File: src/rtl/uart_rx_param_if.sv
`default_nettype none
// ============================================================================
//  Module      : uart_rx_param_if
//  Description : Valid/ready word port between the UART receiver and the
//                register block. The receiver drives the word and its error
//                flags; the consumer drives rx_ready.
//                  rx_data    : received word, LSB = first bit on the line
//                  rx_valid   : rx_data and flags hold a word
//                  rx_ready   : consumer accepts when rx_valid & rx_ready
//                  parity_err : parity mismatch for the word in rx_data
//                  frame_err  : a stop bit was sampled low for that word
//  Revision    : 1.0 - initial release
// ============================================================================
interface uart_rx_param_if #(
    parameter int DATA_BITS = 8
);
    logic [DATA_BITS-1:0] rx_data;
    logic                 rx_valid;
    logic                 rx_ready;
    logic                 parity_err;
    logic                 frame_err;

    // Receiver side
    modport master (
        output rx_data,
        output rx_valid,
        output parity_err,
        output frame_err,
        input  rx_ready
    );

    // Consumer side
    modport slave (
        input  rx_data,
        input  rx_valid,
        input  parity_err,
        input  frame_err,
        output rx_ready
    );
endinterface
`default_nettype wire

File: src/rtl/uart_rx_param.sv
`default_nettype none
// ============================================================================
//  Module      : uart_rx_param
//  Description : Parametrised UART receiver. Configurable data width, parity,
//                stop bits and oversampling; runtime baud divisor. Start, data,
//                parity and stop bits use a 2-of-3 majority of three mid-bit
//                samples. Parity, framing and overrun errors are reported and
//                words are handed over on a valid/ready interface.
//  Ports       :
//      clk_i      in   system clock
//      rst_ni     in   asynchronous active-low reset
//      baud_div_i in   clocks per oversample tick minus 1 (sampled in IDLE)
//      rx_i       in   asynchronous serial input, idle high
//      rx_bus     ---  word port (master modport): rx_data, rx_valid,
//                      rx_ready, parity_err, frame_err
//      overrun_o  out  1-clk pulse: frame finished while the previous word
//                      was still pending; the new frame is dropped
//      busy_o     out  high while a frame is being received
//  Revision    : 1.0 - initial release
// ============================================================================
module uart_rx_param #(
    parameter int DATA_BITS  = 8,
    parameter int PARITY_EN  = 1,
    parameter int PARITY_ODD = 0,
    parameter int STOP_BITS  = 1,
    parameter int OVERSAMPLE = 16,
    parameter int DIV_W      = 16
) (
    input  wire logic             clk_i,
    input  wire logic             rst_ni,
    input  wire logic [DIV_W-1:0] baud_div_i,
    input  wire logic             rx_i,
    uart_rx_param_if.master       rx_bus,
    output logic                  overrun_o,
    output logic                  busy_o
);

    // ------------------------------------------------------------------------
    // Constants
    // ------------------------------------------------------------------------
    localparam int OS_W  = $clog2(OVERSAMPLE);
    localparam int CNT_W = 4;

    // Oversample tick positions of the three mid-bit samples and the bit end
    localparam logic [OS_W-1:0]  C_OS_S0     = OS_W'(OVERSAMPLE/2 - 1);
    localparam logic [OS_W-1:0]  C_OS_S1     = OS_W'(OVERSAMPLE/2);
    localparam logic [OS_W-1:0]  C_OS_S2     = OS_W'(OVERSAMPLE/2 + 1);
    localparam logic [OS_W-1:0]  C_OS_LAST   = OS_W'(OVERSAMPLE - 1);
    localparam logic [CNT_W-1:0] C_LAST_DATA = CNT_W'(DATA_BITS - 1);
    localparam logic [CNT_W-1:0] C_LAST_STOP = CNT_W'(STOP_BITS - 1);
    localparam logic             C_PAR_ODD   = (PARITY_ODD != 0);

    typedef enum logic [2:0] {
        S_IDLE    = 3'd0,
        S_START   = 3'd1,
        S_DATA    = 3'd2,
        S_PARITY  = 3'd3,
        S_STOP    = 3'd4,
        S_DELIVER = 3'd5,
        S_BREAK   = 3'd6
    } state_t;

    // ------------------------------------------------------------------------
    // Registers
    // ------------------------------------------------------------------------
    state_t                 state_q, state_d;
    logic                   rx_meta_q, rxs_q, rxs_prev_q;
    logic [DIV_W-1:0]       div_cnt_q, baud_q;
    logic [OS_W-1:0]        os_cnt_q;
    logic [2:0]             samp_q;
    logic [DATA_BITS-1:0]   shreg_q, shreg_d;
    logic [CNT_W-1:0]       bit_cnt_q, bit_cnt_d;
    logic                   perr_q, perr_d;
    logic                   ferr_q, ferr_d;
    logic [DATA_BITS-1:0]   rx_data_q, rx_data_d;
    logic                   rx_valid_q, rx_valid_d;
    logic                   parity_err_q, parity_err_d;
    logic                   frame_err_q, frame_err_d;
    logic                   overrun_q, overrun_d;

    // ------------------------------------------------------------------------
    // Combinational helpers
    // ------------------------------------------------------------------------
    logic w_idle;
    logic w_start_edge;
    logic w_tick;
    logic w_bit_end;
    logic w_mid_last;
    logic w_maj_reg;
    logic w_maj_live;

    assign w_idle       = (state_q == S_IDLE);
    assign w_start_edge = w_idle & rxs_prev_q & ~rxs_q;
    assign w_tick       = ~w_idle & (div_cnt_q == '0);
    assign w_bit_end    = w_tick & (os_cnt_q == C_OS_LAST);
    assign w_mid_last   = w_tick & (os_cnt_q == C_OS_S2);

    // Majority of the three stored samples, valid once the bit has ended
    assign w_maj_reg  = (samp_q[0] & samp_q[1]) | (samp_q[0] & samp_q[2]) |
                        (samp_q[1] & samp_q[2]);
    // Majority on the third-sample tick itself: the third vote is taken
    // straight from the synchroniser so the last stop bit can be judged
    // without waiting for the end of the bit.
    assign w_maj_live = (samp_q[0] & samp_q[1]) | (samp_q[0] & rxs_q) |
                        (samp_q[1] & rxs_q);

    // ------------------------------------------------------------------------
    // Input synchroniser, idle-high reset value so reset never looks like a
    // start edge.
    // ------------------------------------------------------------------------
    always_ff @(posedge clk_i or negedge rst_ni) begin
        if (!rst_ni) begin
            rx_meta_q  <= 1'b1;
            rxs_q      <= 1'b1;
            rxs_prev_q <= 1'b1;
        end else begin
            rx_meta_q  <= rx_i;
            rxs_q      <= rx_meta_q;
            rxs_prev_q <= rxs_q;
        end
    end

    // ------------------------------------------------------------------------
    // Baud tick generator and mid-bit sampler. While idle the divider is held
    // at the (freshly latched) divisor so a frame always starts with a full
    // tick period aligned to the start edge, and a divisor change during a
    // frame only applies to the next one.
    // ------------------------------------------------------------------------
    always_ff @(posedge clk_i or negedge rst_ni) begin
        if (!rst_ni) begin
            div_cnt_q <= '0;
            baud_q    <= '0;
            os_cnt_q  <= '0;
            samp_q    <= '1;
        end else if (w_idle) begin
            div_cnt_q <= baud_div_i;
            baud_q    <= baud_div_i;
            os_cnt_q  <= '0;
        end else if (w_tick) begin
            div_cnt_q <= baud_q;
            os_cnt_q  <= (os_cnt_q == C_OS_LAST) ? '0 : os_cnt_q + 1'b1;
            if (os_cnt_q == C_OS_S0) samp_q[0] <= rxs_q;
            if (os_cnt_q == C_OS_S1) samp_q[1] <= rxs_q;
            if (os_cnt_q == C_OS_S2) samp_q[2] <= rxs_q;
        end else begin
            div_cnt_q <= div_cnt_q - 1'b1;
        end
    end

    // ------------------------------------------------------------------------
    // Frame FSM: state and datapath registers
    // ------------------------------------------------------------------------
    always_ff @(posedge clk_i or negedge rst_ni) begin
        if (!rst_ni) begin
            state_q      <= S_IDLE;
            shreg_q      <= '0;
            bit_cnt_q    <= '0;
            perr_q       <= 1'b0;
            ferr_q       <= 1'b0;
            rx_data_q    <= '0;
            rx_valid_q   <= 1'b0;
            parity_err_q <= 1'b0;
            frame_err_q  <= 1'b0;
            overrun_q    <= 1'b0;
        end else begin
            state_q      <= state_d;
            shreg_q      <= shreg_d;
            bit_cnt_q    <= bit_cnt_d;
            perr_q       <= perr_d;
            ferr_q       <= ferr_d;
            rx_data_q    <= rx_data_d;
            rx_valid_q   <= rx_valid_d;
            parity_err_q <= parity_err_d;
            frame_err_q  <= frame_err_d;
            overrun_q    <= overrun_d;
        end
    end

    // ------------------------------------------------------------------------
    // Frame FSM: next state and outputs
    // ------------------------------------------------------------------------
    always_comb begin
        state_d      = state_q;
        shreg_d      = shreg_q;
        bit_cnt_d    = bit_cnt_q;
        perr_d       = perr_q;
        ferr_d       = ferr_q;
        rx_data_d    = rx_data_q;
        // A pending word is released by the handshake; DELIVER may re-set it
        rx_valid_d   = rx_valid_q & ~rx_bus.rx_ready;
        parity_err_d = parity_err_q;
        frame_err_d  = frame_err_q;
        overrun_d    = 1'b0;

        unique case (state_q)
            S_IDLE: begin
                if (w_start_edge) begin
                    state_d   = S_START;
                    shreg_d   = '0;
                    bit_cnt_d = '0;
                    perr_d    = 1'b0;
                    ferr_d    = 1'b0;
                end
            end

            S_START: begin
                // A start bit that reads high at mid-bit was a glitch
                if (w_bit_end) begin
                    state_d = w_maj_reg ? S_IDLE : S_DATA;
                end
            end

            S_DATA: begin
                if (w_bit_end) begin
                    shreg_d = {w_maj_reg, shreg_q[DATA_BITS-1:1]};
                    if (bit_cnt_q == C_LAST_DATA) begin
                        bit_cnt_d = '0;
                        state_d   = (PARITY_EN != 0) ? S_PARITY : S_STOP;
                    end else begin
                        bit_cnt_d = bit_cnt_q + 1'b1;
                    end
                end
            end

            S_PARITY: begin
                if (w_bit_end) begin
                    perr_d  = (((^shreg_q) ^ w_maj_reg) != C_PAR_ODD);
                    state_d = S_STOP;
                end
            end

            S_STOP: begin
                if (bit_cnt_q == C_LAST_STOP) begin
                    // Leave at mid-bit so the next start edge is not missed
                    if (w_mid_last) begin
                        if (!w_maj_live) ferr_d = 1'b1;
                        state_d = S_DELIVER;
                    end
                end else if (w_bit_end) begin
                    if (!w_maj_reg) ferr_d = 1'b1;
                    bit_cnt_d = bit_cnt_q + 1'b1;
                end
            end

            S_DELIVER: begin
                if (!rx_valid_q || rx_bus.rx_ready) begin
                    rx_data_d    = shreg_q;
                    parity_err_d = perr_q;
                    frame_err_d  = ferr_q;
                    rx_valid_d   = 1'b1;
                end else begin
                    overrun_d    = 1'b1;
                end
                // All-zero frame with a low stop bit and a line still low is
                // a break: report it once and then wait for the line to idle.
                if (ferr_q && (shreg_q == '0) && !rxs_q) begin
                    state_d = S_BREAK;
                end else begin
                    state_d = S_IDLE;
                end
            end

            S_BREAK: begin
                if (rxs_q) state_d = S_IDLE;
            end

            default: begin
                state_d = S_IDLE;
            end
        endcase
    end

    // ------------------------------------------------------------------------
    // Outputs
    // ------------------------------------------------------------------------
    assign rx_bus.rx_data    = rx_data_q;
    assign rx_bus.rx_valid   = rx_valid_q;
    assign rx_bus.parity_err = parity_err_q;
    assign rx_bus.frame_err  = frame_err_q;
    assign overrun_o         = overrun_q;
    assign busy_o            = ~w_idle;

endmodule
`default_nettype wire

File: src/flat_wrapper.sv
// flat-port wrapper written by rule: the top's interface ports become plain ports
module uart_rx_param_flat 
#(
    parameter int DATA_BITS  = 8,
    parameter int PARITY_EN  = 1,
    parameter int PARITY_ODD = 0,
    parameter int STOP_BITS  = 1,
    parameter int OVERSAMPLE = 16,
    parameter int DIV_W      = 16
)
  (clk_i, rst_ni, baud_div_i, rx_i, overrun_o, busy_o, rx_bus_rx_data, rx_bus_rx_valid, rx_bus_parity_err, rx_bus_frame_err, rx_bus_rx_ready);
  uart_rx_param_if #(.DATA_BITS(DATA_BITS)) rx_bus_i ();
  input  wire logic clk_i;
  input  wire logic rst_ni;
  input  wire logic [DIV_W-1:0] baud_div_i;
  input  wire logic rx_i;
  output logic overrun_o;
  output logic busy_o;
  output wire logic [$bits(rx_bus_i.rx_data)-1:0] rx_bus_rx_data;
  output wire logic [$bits(rx_bus_i.rx_valid)-1:0] rx_bus_rx_valid;
  output wire logic [$bits(rx_bus_i.parity_err)-1:0] rx_bus_parity_err;
  output wire logic [$bits(rx_bus_i.frame_err)-1:0] rx_bus_frame_err;
  input wire logic [$bits(rx_bus_i.rx_ready)-1:0] rx_bus_rx_ready;
  assign rx_bus_rx_data = rx_bus_i.rx_data;
  assign rx_bus_rx_valid = rx_bus_i.rx_valid;
  assign rx_bus_parity_err = rx_bus_i.parity_err;
  assign rx_bus_frame_err = rx_bus_i.frame_err;
  assign rx_bus_i.rx_ready = rx_bus_rx_ready;
  uart_rx_param #(.DATA_BITS(DATA_BITS), .PARITY_EN(PARITY_EN), .PARITY_ODD(PARITY_ODD), .STOP_BITS(STOP_BITS), .OVERSAMPLE(OVERSAMPLE), .DIV_W(DIV_W)) u_core (.clk_i(clk_i), .rst_ni(rst_ni), .baud_div_i(baud_div_i), .rx_i(rx_i), .rx_bus(rx_bus_i), .overrun_o(overrun_o), .busy_o(busy_o));
endmodule
File: config.mk
export PLATFORM = sky130hd
export DESIGN_NAME = uart_rx_param_flat
export DESIGN_NICKNAME = d
export VERILOG_FILES = /design/src/rtl/uart_rx_param_if.sv /design/src/rtl/uart_rx_param.sv /design/src/flat_wrapper.sv
export SDC_FILE = /design/constraint.sdc
export NUM_CORES = 1
export LEC_CHECK = 0
export CAP_MARGIN = 20
export CORE_UTILIZATION = 30
export DETAILED_ROUTE_END_ITERATION = 10
export GPL_ROUTABILITY_DRIVEN = 1
export HOLD_SLACK_MARGIN = 0.03
export PLACE_DENSITY = 0.55
export SYNTH_ARGS = -nofsm -noshare
export SYNTH_HDL_FRONTEND = slang
export SYNTH_SLANG_ARGS = --single-unit
File: constraint.sdc
create_clock -name clk_i -period 2.81 [get_ports clk_i]
set_clock_uncertainty 0.2 [all_clocks]
set_input_delay 0.562 -clock clk_i [delete_from_list [all_inputs] [get_ports clk_i]]
set_output_delay 0.562 -clock clk_i [all_outputs]
set_load 0.05 [all_outputs]
======== Word-level counts from Yosys, hierarchy flattened ========
Index checks and enable logic that the tools add are counted.
word-level totals
  register bits ........................... 71
  input port bits ......................... 20
  word-level logic and storage cells ...... 128
cells by class
  add/sub/neg operators ................... 3
  eq/ne operators ......................... 25
  multiplexer cells ....................... 38
  bitwise gates (word level) .............. 19
  reduce and logical (&&, ||, !) cells .... 24
operator list
  operator                 count
  $mux W16                 2
  $mux W4                  8
  $mux W3                  9
  $pmux W3 S7              1
  $logic_not A16 Y1        1
  $mux W8                  2
  $ne A2 B1 Y1 const B     8
  $pmux W8 S2              1
  $sub A16 B1 Y16 const B  1
  $reduce_and A3 Y1        5
  $eq A4 B4 Y1 const B     3
  $pmux W4 S3              1
  $and A1 B1 Y1            11
  $mux W1                  11
  $eq A3 B3 Y1 const B     3
  $add A4 B1 Y4 const B    2
  $eq A4 B3 Y1 const B     2
  $logic_not A8 Y1         1
  $reduce_and A8 Y1        1
  $reduce_bool A2 Y1       4
  $reduce_xor A8 Y1        1
  $eq A3 B2 Y1 const B     2
  $ne A3 B3 Y1 const B     2
  $reduce_and A6 Y1        1
  17 further kinds         26

======== Longest topological paths before layout ========
Gate-level depths: netlist of run 1.
  depth in word-level cells ............... 7
  gate-level depth with buffers ........... 8
  mapped depth without buffers ............ 7

======== Worst setup path before layout of run 1 ========
No wires, ideal clock.
  path type ............................... register -> output
  start point ............................. register u_core.state_q[1]
  end point ............................... output port busy_o
  arrival ................................. 1.565 ns
  data required time ...................... 2.048 ns
  path slack .............................. 0.483 ns
  stages on the path, launching flop included .. 5
  path buffers ............................ 2
  cell sequence ........................... dfrtp_1 > clkbuf_1 > nor3_1 > inv_1 > clkbuf_1
on the way
  longest elaborated chain between the ends .. 2
RTL lines
  what                    RTL line              source
  start, declared         uart_rx_param.sv:66   state_t state_q, state_d;
  start signal, assigned  uart_rx_param.sv:166  state_q <= state_d;
  $logic_not A3 Y1        uart_rx_param.sv:92   assign w_idle = (state_q == S_IDLE);
  $not A1 Y1 (no line)    --
  end, declared           flat_wrapper.sv:18    output logic busy_o;
No other way between the ends.

======== Worst setup path in the final report of run 1 ========
  start point ............................. register u_core.div_cnt_q[2]
  end point ............................... register u_core.bit_cnt_q[2]
on the way
  longest elaborated chain between the ends .. 5
  elaborated cells between the ends (all ways) .. 6
RTL lines
  what                           RTL line              source
  start, declared                uart_rx_param.sv:68   logic [DIV_W-1:0] div_cnt_q, baud_q;
  start signal, assigned         uart_rx_param.sv:136  div_cnt_q <= baud_div_i;
  start signal, assigned         uart_rx_param.sv:140  div_cnt_q <= baud_q;
  start signal, assigned         uart_rx_param.sv:146  div_cnt_q <= div_cnt_q - 1'b1;
  $logic_not A16 Y1 *            uart_rx_param.sv:94   assign w_tick = ~w_idle & (div_cnt_q == '0);
  $and A1 B1 Y1 *                uart_rx_param.sv:94
  $and A1 B1 Y1 *                uart_rx_param.sv:95   assign w_bit_end = w_tick & (os_cnt_q == C_OS_LAST);
  $ne A2 B1 Y1 (no line)         --
  $reduce_and A5 Y1 (no line) *  --
  end signal, assigned           uart_rx_param.sv:168  bit_cnt_q <= bit_cnt_d;
  end, declared                  uart_rx_param.sv:72   logic [CNT_W-1:0] bit_cnt_q, bit_cnt_d;
Every way passes the cells marked *; elsewhere a longest branch is shown, timed or not.
A chain may end at the register's enable or synchronous reset.

==> out/qor.csv, run 1 <==
metric,value,unit
drt wl/cell,13.6,um
minimum clock period,2.54,ns
final setup vio count,0,
1st-pass router iterations,4,
dpl ws,0.278,ns
Placer Congestion,0.813,
startpoint types,register,
"slowest stage delay, CP",0.54,ns
f_max,393,MHz
worst setup path category,reg -> reg,
Worst setup EP type,register,
IO Port Bufs,32,
Final Worst Setup Slack,0.267,ns
Top delay family on crit path,simple AND/OR/NAND/NOR gates,
Worst-Margin Slew,0.592,ns
WP data required,2.83,ns
Total Wirelength,7860,um
register area share after synthesis,0.486,
first-pass GRT wire length,13800,um
via count,2848,
Yosys reg bits,71,
syn avg cell area,9.40,um^2
fin nets,458,
slowest library cell on the worst path,or4_4,
r2r startpoint,u_core.div_cnt_q[2],
DP Wirelength,5540,um
Hold Crit Class,in -> async,
GRT overflow,0,
CP startpoint,u_core.div_cnt_q[2],
Post-DP Area,4180,um^2
"Cell Area, Synth",3670,um^2
Syn-to-layout area delta,22.1,%
H-Tree Depth,3,
Crit Path Max Fanout,9,
Bufs on Longest Clock Path,2,
clock root buffer,clkbuf_16,
status,completed,
"Hold Violations, Final",0,
largest net degree at the start of global routing,33,
Syn Nets,422,
WP buf/inv,1,
Syn Inst Count,391,
MaxCap Viol Count,0,
CTS tree,built,
IO Pins,33,
WP data arrival,2.56,ns
r2r setup slk,0.27,ns
Critical Path End,u_core.bit_cnt_q[2],
CTS sink cnt,71,
area of the core,12000,um^2
RSZ-0062 raised after global routing,false,
FF-to-FF path depth,6,
global-route usage over all layers,0.138,
Fill cells,1216,
Rows,40,
FF-to-FF End,u_core.bit_cnt_q[2],
Post-DRT Antenna Nets,0,
peak supply drop,0.390,mV
share of cells above drive strength 1,0.146,
max-slew violation count,0,
Pwr Density,747,nW/um^2
initial antenna violation count,0,
Post CTS Setup Buffer Count,0,
diode count,0,
most frequent cells in the layout,"nand2_1 (78), dfrtp_1 (65), o21ai_0 (32), clkdlybuf4s50_1 (30), nor2_1 (26)",
CTS resizes,0,
final instance area,4490,um^2
vias in the first global route,2926,
ys async rst share,1.00,
fin crit share,0.905,
Synth warnings,0,
initial DRC count,108,
Die Width,113,um
hold buffers post-CTS,0,
Leak,1.95,nW
Setup TNS,0,ns
DRC Markers,0,
Synth cell types,58,
Initial Util,0.307,
total CTS buffers,9,
CP Depth,6,
Main synth FF type,dfrtp_1,
full die area,12700,um^2
Post-synth EDFFs,0,
slew margin rel.,0.606,
CP Cell Sequence,or4_4 -> nor3b_4 -> buf_4 -> nand4_1 -> o211a_1 -> a211o_1,
Via density,4.92,
Worst-path clk slew,0.06,ns
worst skew pair latency,0.33,ns
die height,113,um
"commonest non-fill, non-tap cell in the layout",nand2_1,
[per-stage QoR]
stage,instances,power (W),util,hold slack (ns)
floorplan,391,0.00196,-,0.0664
global placement,563,0.00218,0.349,0.146
detailed placement,563,0.00221,0.349,0.147
CTS,579,0.00339,0.375,0.0460
global route,579,0.00356,0.375,0.0778
finish,579,0.00335,0.375,0.0322
[synthesized netlist by cell type (4+ instances only)]
master / number / share of area
nor2_1: 26 / 0.027
o21ai_0: 32 / 0.044
ha_1: 11 / 0.037
dfrtp_1: 65 / 0.44
buf_2: 5 / 0.0068
a21oi_1: 15 / 0.020
mux2_2: 16 / 0.049
o31ai_1: 6 / 0.012
and3_1: 5 / 0.0085
nor4_1: 4 / 0.0068
nand3_1: 11 / 0.015
nor3_1: 11 / 0.015
nand2_1: 78 / 0.080
dfstp_2: 6 / 0.043
nand2b_1: 4 / 0.0068
inv_1: 19 / 0.019
clkbuf_1: 11 / 0.011
xnor2_1: 10 / 0.024
[registers in the layout, indices dropped and copies added, names as in the netlist, 3 cells and up]
register,count
u_core.rx_bus.rx_data,8
u_core.bit_cnt_q,4
u_core.shreg_q,8
u_core.samp_q,3
u_core.baud_q,16
u_core.state_q,3
u_core.os_cnt_q,4
u_core.div_cnt_q,16
[per-layer routing]
metal  track usage  part of all wire
met1         0.167              0.46
met2         0.233              0.48
met3        0.0362             0.043
met4        0.0551             0.016
met5             0                 0
[worst min-delay path by stage]
stage	start	to	slack, ns
after floorplan	rst_ni	u_core.baud_q[0]	0.07
after global placement	u_core.rx_meta_q	u_core.rxs_q	0.15
after detailed placement	u_core.rx_meta_q	u_core.rxs_q	0.15
after CTS	rst_ni	u_core.state_q[1]	0.05
after global routing	rst_ni	u_core.rx_bus.rx_valid	0.08
final	rst_ni	u_core.state_q[1]	0.03
[area by class of cell]
type	instances	area (um^2)	area share
clock buffers	13	270	0.0602
clock inverters	3	40.0	0.00892
inverters	19	71.3	0.0159
multi-input cells	281	1730	0.385
flip-flops and latches	71	1780	0.398
well taps	147	184	0.0410
repair buffers	45	410	0.0915
[cell families after synthesis]
kind of cell,share of synthesized area
flops,0.486
mux,0.0572
fa+ha+maj,0.0429
simple gates,0.215
compound gates,0.123
xor+xnor,0.0310
buf+inv,0.0456
[power breakdown]
group | switching (W) | internal [W]
combinational | 0.000379 | 0.000326
sequential | 0.000217 | 0.00127
clock | 0.000406 | 0.000756
(Power assumes the default switching activity.)
==> inputs of run 2 (changes only) <==
- clock period: 2.81 -> 3.1 ns (I/O delays scaled with it)
==> out/qor.csv, run 2 (synthesized netlist as in run 1, its figures left out) <==
metric,value,unit
GRT overflow,0,
most frequent cells in the layout,"nand2_1 (78), dfrtp_1 (65), o21ai_0 (32), clkdlybuf4s50_1 (30), nor2_1 (26)",
diode count,0,
Bufs on Longest Clock Path,2,
Worst-Margin Slew,0.645,ns
switching power,0.000897,W
dpl ws,0.598,ns
status,completed,
peak supply drop,0.371,mV
DP Wirelength,5380,um
Placer Congestion,0.779,
Post CTS Setup Buffer Count,0,
Pwr Density,657,nW/um^2
biggest regs,"u_core.baud_q: 16 flops, u_core.div_cnt_q: 16 flops",
share of cells above drive strength 1,0.136,
WP data arrival,2.58,ns
Inst Count DP,559,
Syn-to-layout area delta,20.8,%
max-slew violation count,0,
f_max,397,MHz
hold_ws,0.116,ns
area of the core,12000,um^2
global-route usage over all layers,0.131,
RSZ-0062 raised after global routing,false,
Seq pwr share,0.460,
drt wl/cell,13.4,um
initial antenna violation count,0,
Leak,1.91,nW
hold buffers post-CTS,0,
"Hold Violations, Final",0,
die height,113,um
IO Pins,33,
Combinational Power Share,0.215,
Hold Crit Class,in -> async,
1st-pass router iterations,4,
"commonest non-fill, non-tap cell in the layout",nand2_1,
H-Tree Depth,3,
startpoint types,register,
worst setup path category,reg -> reg,
MaxCap Viol Count,0,
total CTS buffers,9,
Final Worst Setup Slack,0.578,ns
Initial Util,0.307,
fin crit share,0.813,
design internal power,0.00202,W
final setup vio count,0,
WP data required,3.16,ns
Total Wirelength,7690,um
initial DRC count,129,
Fill cells,1209,
Non-Filler Instances,575,
vias in the first global route,2791,
Setup TNS,0,ns
CTS sink cnt,71,
Post-DRT Antenna Nets,0,
FF-to-FF path depth,6,
Worst-path clk slew,0.05,ns
via count,2818,
Die Width,113,um
worst skew pair latency,0.33,ns
largest net degree at the start of global routing,45,
Worst setup EP type,register,
switching part of the total power,0.308,
Clock power frac,0.324,
CTS resizes,0,
full die area,12700,um^2
IO Port Bufs,32,
clock root buffer,clkbuf_16,
DRC Markers,0,
Via density,4.90,
Crit Path Max Fanout,11,
minimum clock period,2.52,ns
fin nets,454,
total power,0.00292,W
Rows,40,
slew margin rel.,0.570,
CTS tree,built,
first-pass GRT wire length,13200,um
-- run 2: changes by cell type in the layout (fill, tap and decap cells not counted) --
cell / before / now
buf_12: 0 / 1
clkinvlp_4: 0 / 1
clkbuf_1: 1 / 2
clkbuf_8: 3 / 2
bufinv_16: 1 / 0
buf_4: 14 / 9
-- run 2: cell type report --
type                       instances  area [um^2]  share of cell area
inverter                          19         71.3              0.0161
timing repair buffer              41          393              0.0886
sequential                        71         1780               0.402
clock inverter                     3         17.5             0.00395
multi-input combinational        281         1730               0.389
clock buffer                      13          260              0.0587
tap                              147          184              0.0415
-- run 2: path summary, 6_finish.rpt --
| path | start | endpoint | slack (ns) |
|---|---|---|---|
| worst max-delay path | u_core.div_cnt_q[4] | u_core.samp_q[0] | 0.58 |
| worst min-delay path | rst_ni | u_core.rx_bus.rx_valid | 0.12 |
| worst max register to register | u_core.div_cnt_q[4] | u_core.samp_q[0] | 0.58 |
| worst min register to register | u_core.rx_meta_q | u_core.rxs_q | 0.15 |
| max in group asynchronous | rst_ni | u_core.os_cnt_q[3] | 1.93 |
| min in group clk_i | u_core.rx_meta_q | u_core.rxs_q | 0.15 |
-- run 2: stage by stage --
step / util / area (um^2)
3_3_place_gp: 0.348 / 4160
4_1_cts: 0.371 / 4440
6_report: 0.371 / 4440
5_1_grt: 0.371 / 4440
2_1_floorplan: - / 3670
3_5_place_dp: 0.348 / 4160
-- run 2: critical path: stages (launching register included) --
cell and delay [ns]:
dfrtp_1 0.43, or4_4 0.56, nor3b_4 0.25, buf_4 0.22, nand2_1 0.11, nor4_1 0.30
mux2_2 0.37
-- run 2: layer usage --
metal | vias up | share of wire | GRT usage
met5 | - | 0 | 0
met4 | 0 | 0.011 | 0.0418
met3 | 8 | 0.037 | 0.0362
met2 | 59 | 0.48 | 0.219
met1 | 1335 | 0.48 | 0.163
li1 | 1416 | - | -
-- run 2: power groups by stage --
stage	Sequential [W]	Combinational, W	Clock (W)
6_report	0.00134	0.000628	0.000946
5_1_grt	0.00137	0.000719	0.00101
4_1_cts	0.00134	0.000635	0.000974
3_5_place_dp	0.00135	0.000630	0
3_3_place_gp	0.00135	0.000624	0
2_1_floorplan	0.00130	0.000476	0
==> patch 1: new RTL, flow settings as in run 1 <==
Re-encode `state_t` (7 states) as one-hot, 7 bits wide.
--- a/src/rtl/uart_rx_param.sv
+++ b/src/rtl/uart_rx_param.sv
@@ -51,12 +51,12 @@
     localparam logic             C_PAR_ODD   = (PARITY_ODD != 0);
 
-    typedef enum logic [2:0] {
-        S_IDLE    = 3'd0,
-        S_START   = 3'd1,
-        S_DATA    = 3'd2,
-        S_PARITY  = 3'd3,
-        S_STOP    = 3'd4,
-        S_DELIVER = 3'd5,
-        S_BREAK   = 3'd6
+    typedef enum logic [6:0] {
+        S_IDLE    = 7'b0000001,
+        S_START   = 7'b0000010,
+        S_DATA    = 7'b0000100,
+        S_PARITY  = 7'b0001000,
+        S_STOP    = 7'b0010000,
+        S_DELIVER = 7'b0100000,
+        S_BREAK   = 7'b1000000
     } state_t;
 
Formal check against the unedited RTL: same outputs for any inputs over 10 cycles, from zero or initial values and one cycle with rst_ni low; not proved beyond that.
==> patch 1 against run 1 <==
Design area is 3.4% higher; area after synthesis grew 2.2%; fmax fell by 6.4%; largest cell class unchanged; first-iteration DRC count up 45%; critical path type is now reg2out; setup slack worse by 0.18 ns; count of clock-buffer cells in the layout decreased by 2; routed wire length fell by 1.1%; critical endpoint is now busy_o; die area grew 2.2%; sequential cell count increased by 4; cell count is 6.7% higher.
Power is not compared: it rests on default switching activity, and its combinational part moved more than twofold at a synthesized area within 25%.
==> patch 1: results (changes against run 1) <==
Status -> completed
Crit path max fanout -> 11 (+2)
Post-Synth XOR/XNOR Area -> 3.73% (+0.63 points)
Gr usage total -> 13.6% (-0.22 points)
1st-pass router iterations -> 4 (unchanged)
Global-route wire length before repair -> 13600 µm (-1.2%)
Worst-Skew Late Latency -> 0.34 ns
Vias in the first global route -> 2861 (-2.2%)
Unique masters post-synth -> 51 (-12%)
Critical Path AT -> 1.96 ns (-0.60 ns)
DP Wirelength -> 5520 µm (-0.30%)
Worst r2r src -> u_core.div_cnt_q[12]$_DFF_PN0_
Peak supply drop -> 0.000488 V
Final Wtd Congestion -> 0.884 (+8.8%)
Post-DP Area -> 0.00432 mm² (+3.4%)
Wire per inst -> 12.6 µm (-7.4%)
Starting DRC count in detailed routing -> 157 (+45%)
Setup WS pre-CTS -> 0.128 ns (-0.150 ns)
Mux contribution to synthesized area -> 2.10% (-3.6 points)
Slew HR -> 55.7% (-4.9 points)
Synth top area share -> 45.3% (+1.0 points)
Largest net degree at the start of global routing -> 44 (+33%)
Hold depth -> 0
Vias per cell -> 4.71 (-4.2%)
Post-Place Cells -> 601 (+6.7%)
CP startpoint -> u_core.state_q[0]$_DFFE_PN1P_
WL met2 -> 3510 µm (-7.9%)
Seq/Total Area, Yosys -> 50.2% (+1.6 points)
Non-filler cells, final -> 618 (+6.7%)
Post-synth top cells -> nand2_1 (81), dfrtp_1 (68), o21ai_0 (43)
Metal-1 WL -> 3770 µm (+4.9%)
Met3 wire len -> 371 µm (+8.8%)
Mapped Nets -> 435 (+3.1%)
Complex-gate fraction of the synthesized area -> 12.6% (+0.36 points)
Share of layout cells above drive strength 1 -> 12.4% (-2.1 points)
Synthesized instance count -> 404 (+3.3%)
Area share of fa/ha/maj cells after synthesis -> 4.20% (-0.094 points)
Fin nets -> 476 (+3.9%)
-- patch 1: kinds of logic after synthesis --
| family | Yosys count |
|---|---|
| AND/OR/NAND/NOR | 180 |
| flip-flops | 75 |
| AO/OA/AOI/OAI | 80 |
| XOR/XNOR | 16 |
| buffers and inverters | 33 |
| multiplexers | 7 |
| adder cells (fa/ha/maj) | 13 |
-- patch 1: path summary, 6_finish.rpt --
check	end	slack (ns)
worst min-delay path	u_core.rxs_q$_DFF_PN1_	0.15
max in group asynchronous	u_core.state_q[0]$_DFFE_PN1P_	1.26
worst min register to register	u_core.rxs_q$_DFF_PN1_	0.15
worst max-delay path	busy_o	0.09
worst max register to register	u_core.bit_cnt_q[3]$_DFFE_PN0P_	0.11
min in group asynchronous	u_core.baud_q[12]$_DFFE_PN0P_	0.51
-- patch 1: per-stage QoR --
stage | hold WS (ns) | utilization (%) | power, W
floorplan | 0.0664 | - | 0.00264
global placement | 0.150 | 35.7 | 0.00303
detailed placement | 0.147 | 35.7 | 0.00306
CTS | 0.156 | 38.2 | 0.00423
global route | 0.163 | 38.3 | 0.00454
finish | 0.155 | 38.3 | 0.00419
-- patch 1: layer usage --
| layer | vias up | global-route usage [%] |
|---|---|---|
| li1 | 1476 | - |
| met1 | 1376 | 17.4 |
| met2 | 51 | 21.2 |
| met3 | 9 | 4.46 |
| met4 | 0 | 5.19 |
| met5 | - | 0 |
-- patch 1: power breakdown --
part           internal (W)  switching (W)  leakage (nW)
Combinational      0.000584       0.000887         0.920
Sequential          0.00137       0.000218         0.964
Clock              0.000706       0.000427         0.145
-- patch 1: final cells by class --
cell class	count	area (µm²)
clock buffers	11	243
clock inverters	5	52.6
fillers	1275	7470
inverters	18	67.6
multi-input cells	296	1750
flip-flops and latches	75	1890
well taps	168	210
repair buffers	45	432
-- patch 1: worst max-delay path, stage by stage (launching register included) --
cell and delay (ns):
dfstp_2 0.64, or3b_4 0.43, nor2_4 0.28, inv_2 0.09
buf_6 0.17
-- patch 1: timing repair --
item,in CTS,in global routing
gates resized for setup,0,3
hold buffers,1,0
endpoints found under the setup margin,0,1
hold endpoints to repair,32,0
==> patch 2: new RTL, config.mk and constraints of run 1 <==
Without the edit above. `PARITY_ODD` is set to 0 in 2 places; all go to 1.
--- a/src/rtl/uart_rx_param.sv
+++ b/src/rtl/uart_rx_param.sv
@@ -22,5 +22,5 @@
     parameter int DATA_BITS  = 8,
     parameter int PARITY_EN  = 1,
-    parameter int PARITY_ODD = 0,
+    parameter int PARITY_ODD = 1,
     parameter int STOP_BITS  = 1,
     parameter int OVERSAMPLE = 16,
--- a/src/flat_wrapper.sv
+++ b/src/flat_wrapper.sv
@@ -4,5 +4,5 @@
     parameter int DATA_BITS  = 8,
     parameter int PARITY_EN  = 1,
-    parameter int PARITY_ODD = 0,
+    parameter int PARITY_ODD = 1,
     parameter int STOP_BITS  = 1,
     parameter int OVERSAMPLE = 16,
Behaviour: same outputs for any inputs over 10 cycles, from zero or initial values and one cycle with rst_ni low; that may be too few to reach the edited logic, so the function may still have changed.
==> patch 2 against run 1 <==
The run now ends with design-rule violations left; highest routed layer unchanged; routed wire length shrank 0.89%; setup slack got worse by 0.062 ns; design area decreased by 0.78%; global-route usage decreased by 0.091 points; count of clock-buffer cells in the layout decreased by 1; area after synthesis is 0.85% lower; largest cell class unchanged; power is 5.8% higher; sequential cell count is the same; non-clock buffer count shrank 2.
==> patch 2: results (changes against run 1) <==
Post-Synth XOR/XNOR Area -> 3.61% (+0.51 points)
Share of layout cells above drive strength 1 -> 13.6% (-0.94 points)
Post-Place Cells -> 552 (-2.0%)
Failing checks -> design-rule violations
Critical Path AT -> 1.84 ns (-0.72 ns)
I/O Buffers -> 32 (unchanged)
Avg Inst Size Synth -> 9.49 µm² (+0.96%)
Clock Root Buffer -> clkbuf_16
Worst-Skew Late Latency -> 0.33 ns (about the same)
Peak supply drop -> 0.000568 V (+46%)
Biggest regs -> u_core.baud_q (16), u_core.div_cnt_q (16)
Postcts setup bufs -> 0 (unchanged)
Starting DRC count in detailed routing -> 109 (+0.93%)
Post-synth top cells -> nand2_1 (79), dfrtp_1 (65), o21ai_0 (31)
Flop2flop setup slack -> 0.24 ns (-0.03 ns)
Pin slew with the least headroom to its limit -> 0.507 ns (-0.0843 ns)
Final Wtd Congestion -> 0.799 (-1.7%)
Crit path max fanout -> 8 (-1)
Gr usage total -> 13.7% (-0.091 points)
Seq/Total Area, Yosys -> 49.0% (+0.42 points)
Wire per inst -> 13.7 µm (+1.0%)
Leakage -> 1.93 nW (-0.70%)
Syn. warnings -> 0 (unchanged)
Mux contribution to synthesized area -> 5.74% (+0.015 points)
1st-pass router iterations -> 7 (+3)
FMAX -> 0.384 GHz (-2.4%)
CTS H-tree depth -> 3 (unchanged)
Synth top area cells -> dfrtp_1 (45%), nand2_1 (8.1%), mux2_2 (4.6%), dfstp_2 (4.3%), o21ai_0 (4.3%)
Post-DP Area -> 0.00417 mm² (-0.24%)
# diodes -> 0 (unchanged)
Unique masters post-synth -> 55 (-5.2%)
Fin nets -> 451 (-1.5%)
Area share of fa/ha/maj cells after synthesis -> 4.33% (+0.037 points)
Complex-gate fraction of the synthesized area -> 11.4% (-0.89 points)
Fillers -> 1176 (-3.3%)
Clock transition at the registers of the reported paths -> 0.06 ns (about the same)
Clock Tree Buf Depth -> 2 (unchanged)
Net Sw Frac -> 34.1% (+4.2 points)
Initial antenna violation count -> 0 (unchanged)
DP Wirelength -> 5300 µm (-4.3%)
Post-route DRC -> 2 (+2)
Status -> finished, violations left
Vias per cell -> 4.96 (+0.83%)
Via Count -> 2817 (-1.1%)
Largest net degree at the start of global routing -> 72 (+120%)
Global-route wire length before repair -> 13700 µm (-0.45%)
Setup WS pre-CTS -> 0.234 ns (-0.0438 ns)
Post-synth ARST share -> 100% (unchanged)
Mapped Nets -> 415 (-1.7%)
HP Class -> in2async
[patch 2: changes by cell type in the layout (fill, tap and decap cells not counted), moves of 4 or more]
cell,before,now
xnor2_1,10,14
nor2_1,26,17
nor3_1,10,6
buf_4,14,10
o31ai_1,6,2
inv_1,19,23
a21oi_1,15,21
[patch 2: final timing paths]
kind | startpoint | to | depth (start not counted)
min reg2reg | u_core.rx_meta_q$_DFF_PN1_ | u_core.rxs_q$_DFF_PN1_ | 0
max in group asynchronous | rst_ni | u_core.samp_q[2]$_DFFE_PN1P_ | 2
max reg2reg | u_core.div_cnt_q[12]$_DFF_PN0_ | u_core.bit_cnt_q[3]$_DFFE_PN0P_ | 6
min | rst_ni | u_core.overrun_o$_DFF_PN0_ | 2
min in group clk_i | u_core.rx_meta_q$_DFF_PN1_ | u_core.rxs_q$_DFF_PN1_ | 0
max | u_core.state_q[1]$_DFFE_PN0P_ | busy_o | 5
[patch 2: cell families (layout without fill, tap and decap cells)]
group | after synthesis | after routing
AND/OR/NAND/NOR | 155 | 155
flip-flops | 71 | 71
AO/OA/AOI/OAI | 70 | 70
buffers and inverters | 41 | 82
multiplexers | 19 | 19
XOR/XNOR | 15 | 15
adder cells (fa/ha/maj) | 13 | 13
[patch 2: critical path: stages, from the launching register on]
cell and delay (ns):
dfrtp_1 0.47, inv_1 0.30, nand2_1 0.25, nor2_2 0.21, inv_1 0.12, buf_12 0.16
[patch 2: per-layer routing]
| layer | share of wire (%) | track usage [%] | vias to the layer above |
|---|---|---|---|
| li1 | - | - | 1394 |
| met1 | 46 | 17.3 | 1339 |
| met2 | 47 | 22.6 | 79 |
| met3 | 5.4 | 4.21 | 5 |
| met4 | 0.90 | 4.18 | 0 |
| met5 | 0 | 0 | - |
[patch 2: layout make-up]
| type | instances | area, µm² | share of cell area (%) |
|---|---|---|---|
| tap | 143 | 179 | 4.02 |
| clock inverter | 4 | 28.8 | 0.646 |
| clock buffer | 12 | 256 | 5.76 |
| timing repair buffer | 43 | 420 | 9.44 |
| sequential | 71 | 1780 | 40.1 |
| multi-input combinational | 272 | 1700 | 38.1 |
| inverter | 23 | 86.3 | 1.94 |
[patch 2: power groups by stage]
stage	Clock, W	Sequential (W)	Combinational [W]
2_1_floorplan	0	0.00143	0.000717
3_3_place_gp	0	0.00150	0.000976
3_5_place_dp	0	0.00151	0.000984
4_1_cts	0.00111	0.00149	0.000988
5_1_grt	0.00116	0.00153	0.00113
6_report	0.00108	0.00149	0.000972
[patch 2: metrics by stage]
stage               hold WS [ns]  power [W]  util (%)
global placement           0.148    0.00247      35.9
CTS                       0.0687    0.00359      38.3
global route              0.0857    0.00382      38.3
finish                    0.0453    0.00354      38.3
detailed placement         0.149    0.00249      35.9
floorplan                 0.0664    0.00215         -
